[config.mk]
export PLATFORM = sky130hd
export DESIGN_NAME = alu_cmd_sequencer
export DESIGN_NICKNAME = d
export VERILOG_FILES = /design/src/rtl/alu_pkg.sv /design/src/rtl/alu_cmd_fifo.sv /design/src/rtl/alu_cmd_sequencer.sv
export SDC_FILE = /design/constraint.sdc
export NUM_CORES = 1
export LEC_CHECK = 0
export BUFFER_PORTS_ARGS = -buffer_cell sky130_fd_sc_hd__buf_2
export CAP_MARGIN = 10
export CORE_MARGIN = 3
export CORE_UTILIZATION = 47
export DETAILED_ROUTE_END_ITERATION = 7
export GPL_TIMING_DRIVEN = 0
export MAX_ROUTING_LAYER = met4
export PLACE_DENSITY = 0.67
export SLEW_MARGIN = 5
export SYNTH_ARGS = -nofsm -noshare
export SYNTH_HDL_FRONTEND = slang
export SYNTH_HIERARCHICAL = 1
export SYNTH_SLANG_ARGS = --single-unit
[constraint.sdc]
create_clock -name clk -period 3.25 [get_ports clk]
set_input_delay 0.4875 -clock clk [delete_from_list [all_inputs] [get_ports clk]]
set_output_delay 0.4875 -clock clk [all_outputs]
set_load 0.01 [all_outputs]
[src/rtl/alu_pkg.sv]
// Shared constants for the ALU command sequencer: FSM encodings, ALU in_sel codes
// and the packed command record width.
package alu_pkg;

   localparam logic [1:0] ST_IDLE  = 2'b00;
   localparam logic [1:0] ST_LOAD  = 2'b01;
   localparam logic [1:0] ST_HOLD  = 2'b10;
   localparam logic [1:0] ST_CLEAR = 2'b11;

   // in_sel is {persist, load, reset}
   localparam logic [2:0] IN_SEL_IDLE    = 3'b000;
   localparam logic [2:0] IN_SEL_RESET   = 3'b001;
   localparam logic [2:0] IN_SEL_LOAD    = 3'b010;
   localparam logic [2:0] IN_SEL_PERSIST = 3'b100;

   // Command record is {clr, num1, num2, op}
   function automatic int unsigned cmd_rec_w(input int unsigned width, input int unsigned opw);
      return 1 + 2 * width + opw;
   endfunction

endpackage

[src/rtl/alu_cmd_fifo.sv]
// Command FIFO for the ALU sequencer: DEPTH entries (power of 2), first-word
// fall-through read port, push ignored when full, pop ignored when empty.
module alu_cmd_fifo
   import alu_pkg::*;
#(
   parameter int unsigned DW    = 23,
   parameter int unsigned DEPTH = 4
) (
   input  logic          clk_i,
   input  logic          rst_ni,
   input  logic          push_i,
   input  logic          pop_i,
   input  logic [DW-1:0] wdata_i,
   output logic [DW-1:0] rdata_o,
   output logic          full_o,
   output logic          empty_o
);

   localparam int unsigned AW = (DEPTH > 1) ? $clog2(DEPTH) : 1;
   localparam int unsigned CW = AW + 1;

   logic [DW-1:0] mem_q [DEPTH];
   logic [AW-1:0] wr_q, wr_d;
   logic [AW-1:0] rd_q, rd_d;
   logic [CW-1:0] cnt_q, cnt_d;
   logic          do_push;
   logic          do_pop;

   assign full_o  = (cnt_q == CW'(DEPTH));
   assign empty_o = (cnt_q == '0);
   assign rdata_o = mem_q[rd_q];

   // Fullness is judged before this cycle's pop, so a pop never frees a slot early
   assign do_push = push_i && !full_o;
   assign do_pop  = pop_i && !empty_o;

   always_comb begin
      wr_d  = wr_q;
      rd_d  = rd_q;
      cnt_d = cnt_q;
      if (do_push) wr_d = wr_q + AW'(1);
      if (do_pop)  rd_d = rd_q + AW'(1);
      case ({do_push, do_pop})
         2'b10:   cnt_d = cnt_q + CW'(1);
         2'b01:   cnt_d = cnt_q - CW'(1);
         default: cnt_d = cnt_q;
      endcase
   end

   always_ff @(posedge clk_i) begin
      if (!rst_ni) begin
         wr_q  <= '0;
         rd_q  <= '0;
         cnt_q <= '0;
      end else begin
         wr_q  <= wr_d;
         rd_q  <= rd_d;
         cnt_q <= cnt_d;
      end
   end

   always_ff @(posedge clk_i) begin
      if (do_push) mem_q[wr_q] <= wdata_i;
   end

endmodule

[src/rtl/alu_cmd_sequencer.sv]
// Queues ALU commands and plays each one to the ALU as load -> persist, then captures
// the ALU result after HOLD_CYCLES. Optional ALU_OPCHK_EN discards non-one-hot opcodes.
module alu_cmd_sequencer
   import alu_pkg::*;
#(
   parameter int unsigned WIDTH       = 8,
   parameter int unsigned OPW         = 7,
   parameter int unsigned DEPTH       = 4,
   parameter int unsigned HOLD_CYCLES = 3
) (
   input  logic             clk,
   input  logic             rst,
   input  logic             on,
   input  logic             cmd_valid,
   output logic             cmd_ready,
   input  logic             cmd_clr,
   input  logic [WIDTH-1:0] cmd_num1,
   input  logic [WIDTH-1:0] cmd_num2,
   input  logic [OPW-1:0]   cmd_op,
   output logic             alu_on,
   output logic [2:0]       alu_in_sel,
   output logic [WIDTH-1:0] alu_num1,
   output logic [WIDTH-1:0] alu_num2,
   output logic [OPW-1:0]   alu_out_sel,
   input  logic [WIDTH-1:0] alu_out,
   output logic             res_valid,
   output logic [WIDTH-1:0] res_data,
   output logic [1:0]       seq_state,
   output logic             op_err
);

   localparam int unsigned CMD_W = cmd_rec_w(WIDTH, OPW);
   localparam int unsigned CNT_W = (HOLD_CYCLES > 1) ? $clog2(HOLD_CYCLES) : 1;

   logic [CMD_W-1:0] head;
   logic             fifo_full;
   logic             fifo_empty;
   logic             pop;
   logic             head_clr;
   logic [WIDTH-1:0] head_num1;
   logic [WIDTH-1:0] head_num2;
   logic [OPW-1:0]   head_op;

   logic [1:0]       state_q, state_d;
   logic [CNT_W-1:0] cnt_q, cnt_d;
   logic [2:0]       in_sel_q, in_sel_d;
   logic [WIDTH-1:0] num1_q, num1_d;
   logic [WIDTH-1:0] num2_q, num2_d;
   logic [OPW-1:0]   op_q, op_d;
   logic             res_valid_q, res_valid_d;
   logic [WIDTH-1:0] res_data_q, res_data_d;

   alu_cmd_fifo #(
      .DW    (CMD_W),
      .DEPTH (DEPTH)
   ) u_fifo (
      .clk_i   (clk),
      .rst_ni  (rst),
      .push_i  (cmd_valid),
      .pop_i   (pop),
      .wdata_i ({cmd_clr, cmd_num1, cmd_num2, cmd_op}),
      .rdata_o (head),
      .full_o  (fifo_full),
      .empty_o (fifo_empty)
   );

   assign head_clr  = head[CMD_W-1];
   assign head_num1 = head[CMD_W-2 -: WIDTH];
   assign head_num2 = head[OPW+WIDTH-1 -: WIDTH];
   assign head_op   = head[OPW-1:0];

   assign cmd_ready   = !fifo_full;
   assign alu_on      = on;
   assign alu_in_sel  = in_sel_q;
   assign alu_num1    = num1_q;
   assign alu_num2    = num2_q;
   assign alu_out_sel = op_q;
   assign res_valid   = res_valid_q;
   assign res_data    = res_data_q;
   assign seq_state   = state_q;

`ifdef ALU_OPCHK_EN
   logic op_err_q, op_err_d;
   logic head_onehot;

   assign head_onehot = (head_op != '0) && ((head_op & (head_op - OPW'(1))) == '0);
   assign op_err      = op_err_q;
`else
   assign op_err = 1'b0;
`endif

   // The ALU-facing outputs are registered alongside the state, so freezing the
   // state while on==0 also freezes everything the ALU sees.
   always_comb begin
      state_d     = state_q;
      cnt_d       = cnt_q;
      in_sel_d    = in_sel_q;
      num1_d      = num1_q;
      num2_d      = num2_q;
      op_d        = op_q;
      res_data_d  = res_data_q;
      res_valid_d = 1'b0;
      pop         = 1'b0;
`ifdef ALU_OPCHK_EN
      op_err_d    = op_err_q;
`endif
      if (on) begin
         case (state_q)
            ST_IDLE: begin
               if (!fifo_empty) begin
                  if (head_clr) begin
                     state_d  = ST_CLEAR;
                     in_sel_d = IN_SEL_RESET;
`ifdef ALU_OPCHK_EN
                  end else if (!head_onehot) begin
                     pop      = 1'b1;
                     op_err_d = 1'b1;
`endif
                  end else begin
                     state_d  = ST_LOAD;
                     in_sel_d = IN_SEL_LOAD;
                     num1_d   = head_num1;
                     num2_d   = head_num2;
                     op_d     = head_op;
                  end
               end
            end
            ST_LOAD: begin
               state_d  = ST_HOLD;
               in_sel_d = IN_SEL_PERSIST;
               cnt_d    = CNT_W'(HOLD_CYCLES - 1);
            end
            ST_HOLD: begin
               if (cnt_q != '0) begin
                  cnt_d = cnt_q - CNT_W'(1);
               end else begin
                  res_data_d  = alu_out;
                  res_valid_d = 1'b1;
                  pop         = 1'b1;
                  state_d     = ST_IDLE;
                  in_sel_d    = IN_SEL_IDLE;
               end
            end
            default: begin
               pop      = 1'b1;
               state_d  = ST_IDLE;
               in_sel_d = IN_SEL_IDLE;
            end
         endcase
      end
   end

   always_ff @(posedge clk) begin
      if (!rst) begin
         state_q     <= ST_IDLE;
         cnt_q       <= '0;
         in_sel_q    <= IN_SEL_IDLE;
         num1_q      <= '0;
         num2_q      <= '0;
         op_q        <= '0;
         res_valid_q <= 1'b0;
         res_data_q  <= '0;
      end else begin
         state_q     <= state_d;
         cnt_q       <= cnt_d;
         in_sel_q    <= in_sel_d;
         num1_q      <= num1_d;
         num2_q      <= num2_d;
         op_q        <= op_d;
         res_valid_q <= res_valid_d;
         res_data_q  <= res_data_d;
      end
   end

`ifdef ALU_OPCHK_EN
   always_ff @(posedge clk) begin
      if (!rst) op_err_q <= 1'b0;
      else      op_err_q <= op_err_d;
   end
`endif

endmodule

==> flow_summary_export.csv <==
group,metric,value,unit
clock_tree,cts-hold-fix-buffers,0,
hold_path,min_path_cells,1,
floorplanning,core-area,0.01166,sq mm
routing,ant_nets,0,
power,p_per_area,615.8,mW/mm^2
yosys,ys_seq_area_share,67.10,%
sta,hold_violations,0,
global_routing,grt_pass1_vias,3245,
yosys,netlist_instances,378,
clock_tree,path_clk_slew,0.06,ns
yosys,yosys.area.top_type,"edfxtp_1",
final_layout,antennaDiodeCount,0,
floorplanning,die_h,116.4,microns
clock_tree,htreeDepth,4,
final_layout,multiInputGateArea,0.001633,sq mm
routing,drt_iter0_markers,174,
floorplanning,die-area,0.01355,sq mm
routing,drtPass1Iterations,4,
sta,fin_hold_ws,0.2840,ns
final_layout,final_nets,518,
job,cap_violations,0,
yosys,yosys_warnings,6,
place,dp.final_hpwl,7083,microns
sta,tns,0,ns
final_layout,drive_gt1_share,32.44,%
routing,drt-vias-per-instance,5.170,
setup_path,arrival,2.93,ns
clock_tree,cts_sinks,144,
sta,skew,0.006298,ns
global_routing,grt_max_degree,17,
clock_tree,numCtsBuffers,17,
sta,period_share,79.39,%
place,gp_congestion,0.7787,
final_layout,fin_util,59.43,%
sta,fin_crit,2.580,ns
clock_tree,clock_path_buffers,2,
final_layout,seq_area,0.003844,sq mm
clock_tree,cts_setup_buffers,0,
floorplanning,core.rowCount,39,
global_routing,grt_pass1_wl,16440,microns
floorplanning,start_util,49.11,%
final_layout,finalNonFillerCells,630,
setup_path,regToRegSetupSlack,0.67,ns
routing,dr_total_vias,3257,
yosys,synth_area_leaders,"edfxtp_1, dfxtp_1, mux4_2, mux2i_1, nand2_1",
setup_path,crit_type,"flip-flop to flip-flop",
place,place_ws,0.5536,ns
yosys,synth_edf_count,96,
sta,clock.fmax,387.6,MHz
yosys,ys_seq_elements,144,
place,portBuffers,73,
hold_path,holdPathEnd,"u_fifo/mem_q[2][1]",
routing,wl_per_cell,16.69,microns
setup_path,r2r-end,"u_fifo/cnt_q[2]",
yosys,synth_ff_type,"edfxtp_1",
sta,setup_ws,0.6700,ns
floorplanning,io_pins,76,
yosys,netlist_area,0.005728,sq mm
place,place_area,0.006357,sq mm
yosys,syn-num-nets,422,
sta,rsz0062_at_grt,"no",
setup_path,crit_path_max_fanout,10,
power,fin_total_pwr,4.268,mW
power,max-vdd-ir-drop,0.5162,mV
clock_tree,cts_resized,0,
setup_path,crit_required,3.60,ns
yosys,synthArstFlopShare,0,%
yosys,yosys.cell_types.count,46,
sta,worst_pin_slew,0.7459,ns
yosys,yosysTopAreaCellShare,50.33,%
clock_tree,cts_tree,"built",
global_routing,antenna_found_initial,0,
floorplanning,die_w,116.4,microns
global_routing,grt_use_total,17.08,%
setup_path,worstSetupStartpointType,"flip-flop",
setup_path,endpoint_kind,"flip-flop",
hold_path,min_path_type,"input port to flip-flop",
global_routing,overflow,0,
sta,slew_viol_final,0,
setup_path,rr_startpoint,"seq_state[0]",
routing,drc,0,
final_layout,fillers,874,
final_layout,final_cell_area,0.006930,sq mm
clock_tree,cts_root_buf,"clkbuf_16",
sta,max-slew-margin-rel,50.27,%
place,dp_cells,598,
yosys,syn_avg_cell_area,15.15,sq um
sta,setup_viol,0,
power,leakage,2.558,nW
routing,drt_wl_total,10510,microns
clock_tree,clkLatencyLatePin,0.41,ns
outcome,status,"complete, no violations",
final_layout,area_delta_synth_final,20.99,%
setup_path,r2r.worst_path.cells,10,
hold_path,min_from,"cmd_op[1]",
## cells by family after synthesis
| group | after synthesis | share of synthesized area, % |
|---|---|---|
| xor+xnor | 2 | 0.3059 |
| buf+inv | 38 | 4.390 |
| compound gates | 30 | 3.080 |
| flops | 144 | 67.10 |
| other cells | 1 | 0.06547 |
| mux | 49 | 13.81 |
| simple gates | 106 | 9.371 |
| fa+ha+maj | 8 | 1.878 |
## worst max-delay path: stages, from the launching register on
cell and delay (ns):
dfxtp_1 0.41, buf_2 0.23, o21ai_0 0.14, nor2_1 0.22, nor2b_1 0.25, ha_1 0.22, inv_1 0.06, fa_1 0.37
xor2_1 0.15, or3_1 0.31, a21boi_1 0.15
## area by class of cell
type,instances,share of cell area [%]
timing repair buffer,77,6.499
inverter,12,0.6499
multi-input combinational,196,23.56
clock buffer,17,6.138
clock inverter,15,2.130
buffer,26,2.979
tap,143,2.582
sequential,144,55.46
## flip-flops by register name, summed over array words and instances, names as in the netlist, 3 cells and up, named ones only
name          count
res_data          8
alu_out_sel       7
u_fifo/cnt_q      3
alu_num2          8
u_fifo/mem_q     96
alu_in_sel        3
alu_num1          8
## worst max path at each step
stage,slack [ns],from,cells past startpoint,to
floorplan,0.93,seq_state[0],10,u_fifo/cnt_q[2]
global placement,0.63,on,11,u_fifo/cnt_q[2]
detailed placement,0.55,on,11,u_fifo/cnt_q[2]
CTS,0.71,seq_state[0],10,u_fifo/cnt_q[2]
global route,0.50,seq_state[0],10,u_fifo/cnt_q[2]
finish,0.67,seq_state[0],10,u_fifo/cnt_q[2]
## routing by layer
metal	vias up	wire [microns]	global-route usage (%)
li1	1583	-	-
met1	1582	4837	21.56
met2	80	5035	26.62
met3	12	489	4.404
met4	0	150	6.729
met5	-	0	-
## cells in the mapped netlist, types with 5 or more instances
master    number
and2_1         6
buf_2          9
clkbuf_1       6
dfxtp_1       48
edfxtp_1      96
ha_1           7
inv_1         11
mux2i_1       25
mux4_2        24
nand2_1       65
nand3_1        9
nor2b_1        5
o21ai_0       17
## cells in the final DEF (no fill, tap or decap), types with 3 or more instances in the layout
master / synthesis / layout
clkbuf_16: 0 / 17
buf_12: 4 / 4
inv_1: 11 / 11
ha_1: 7 / 7
mux2i_1: 25 / 25
inv_8: 0 / 3
mux4_2: 24 / 24
and2_1: 6 / 6
clkinv_2: 0 / 3
o21ai_0: 17 / 17
clkbuf_1: 6 / 6
inv_6: 0 / 5
nor2_1: 4 / 4
buf_6: 3 / 3
edfxtp_1: 96 / 96
nand3_1: 9 / 9
nor2b_1: 5 / 5
buf_2: 9 / 82
dfxtp_1: 48 / 48
a21oi_1: 3 / 3
nand2_1: 65 / 65
## power breakdown
| part | switching (mW) | total (mW) | internal (mW) | leakage [nW] |
|---|---|---|---|---|
| Clock | 0.780 | 1.86 | 1.08 | 0.285 |
| Sequential | 0.0331 | 2.08 | 2.05 | 1.27 |
| Combinational | 0.181 | 0.332 | 0.151 | 1.00 |
| Total | 0.995 | 4.27 | 3.27 | 2.56 |
Power figures use the tool's default switching activity.
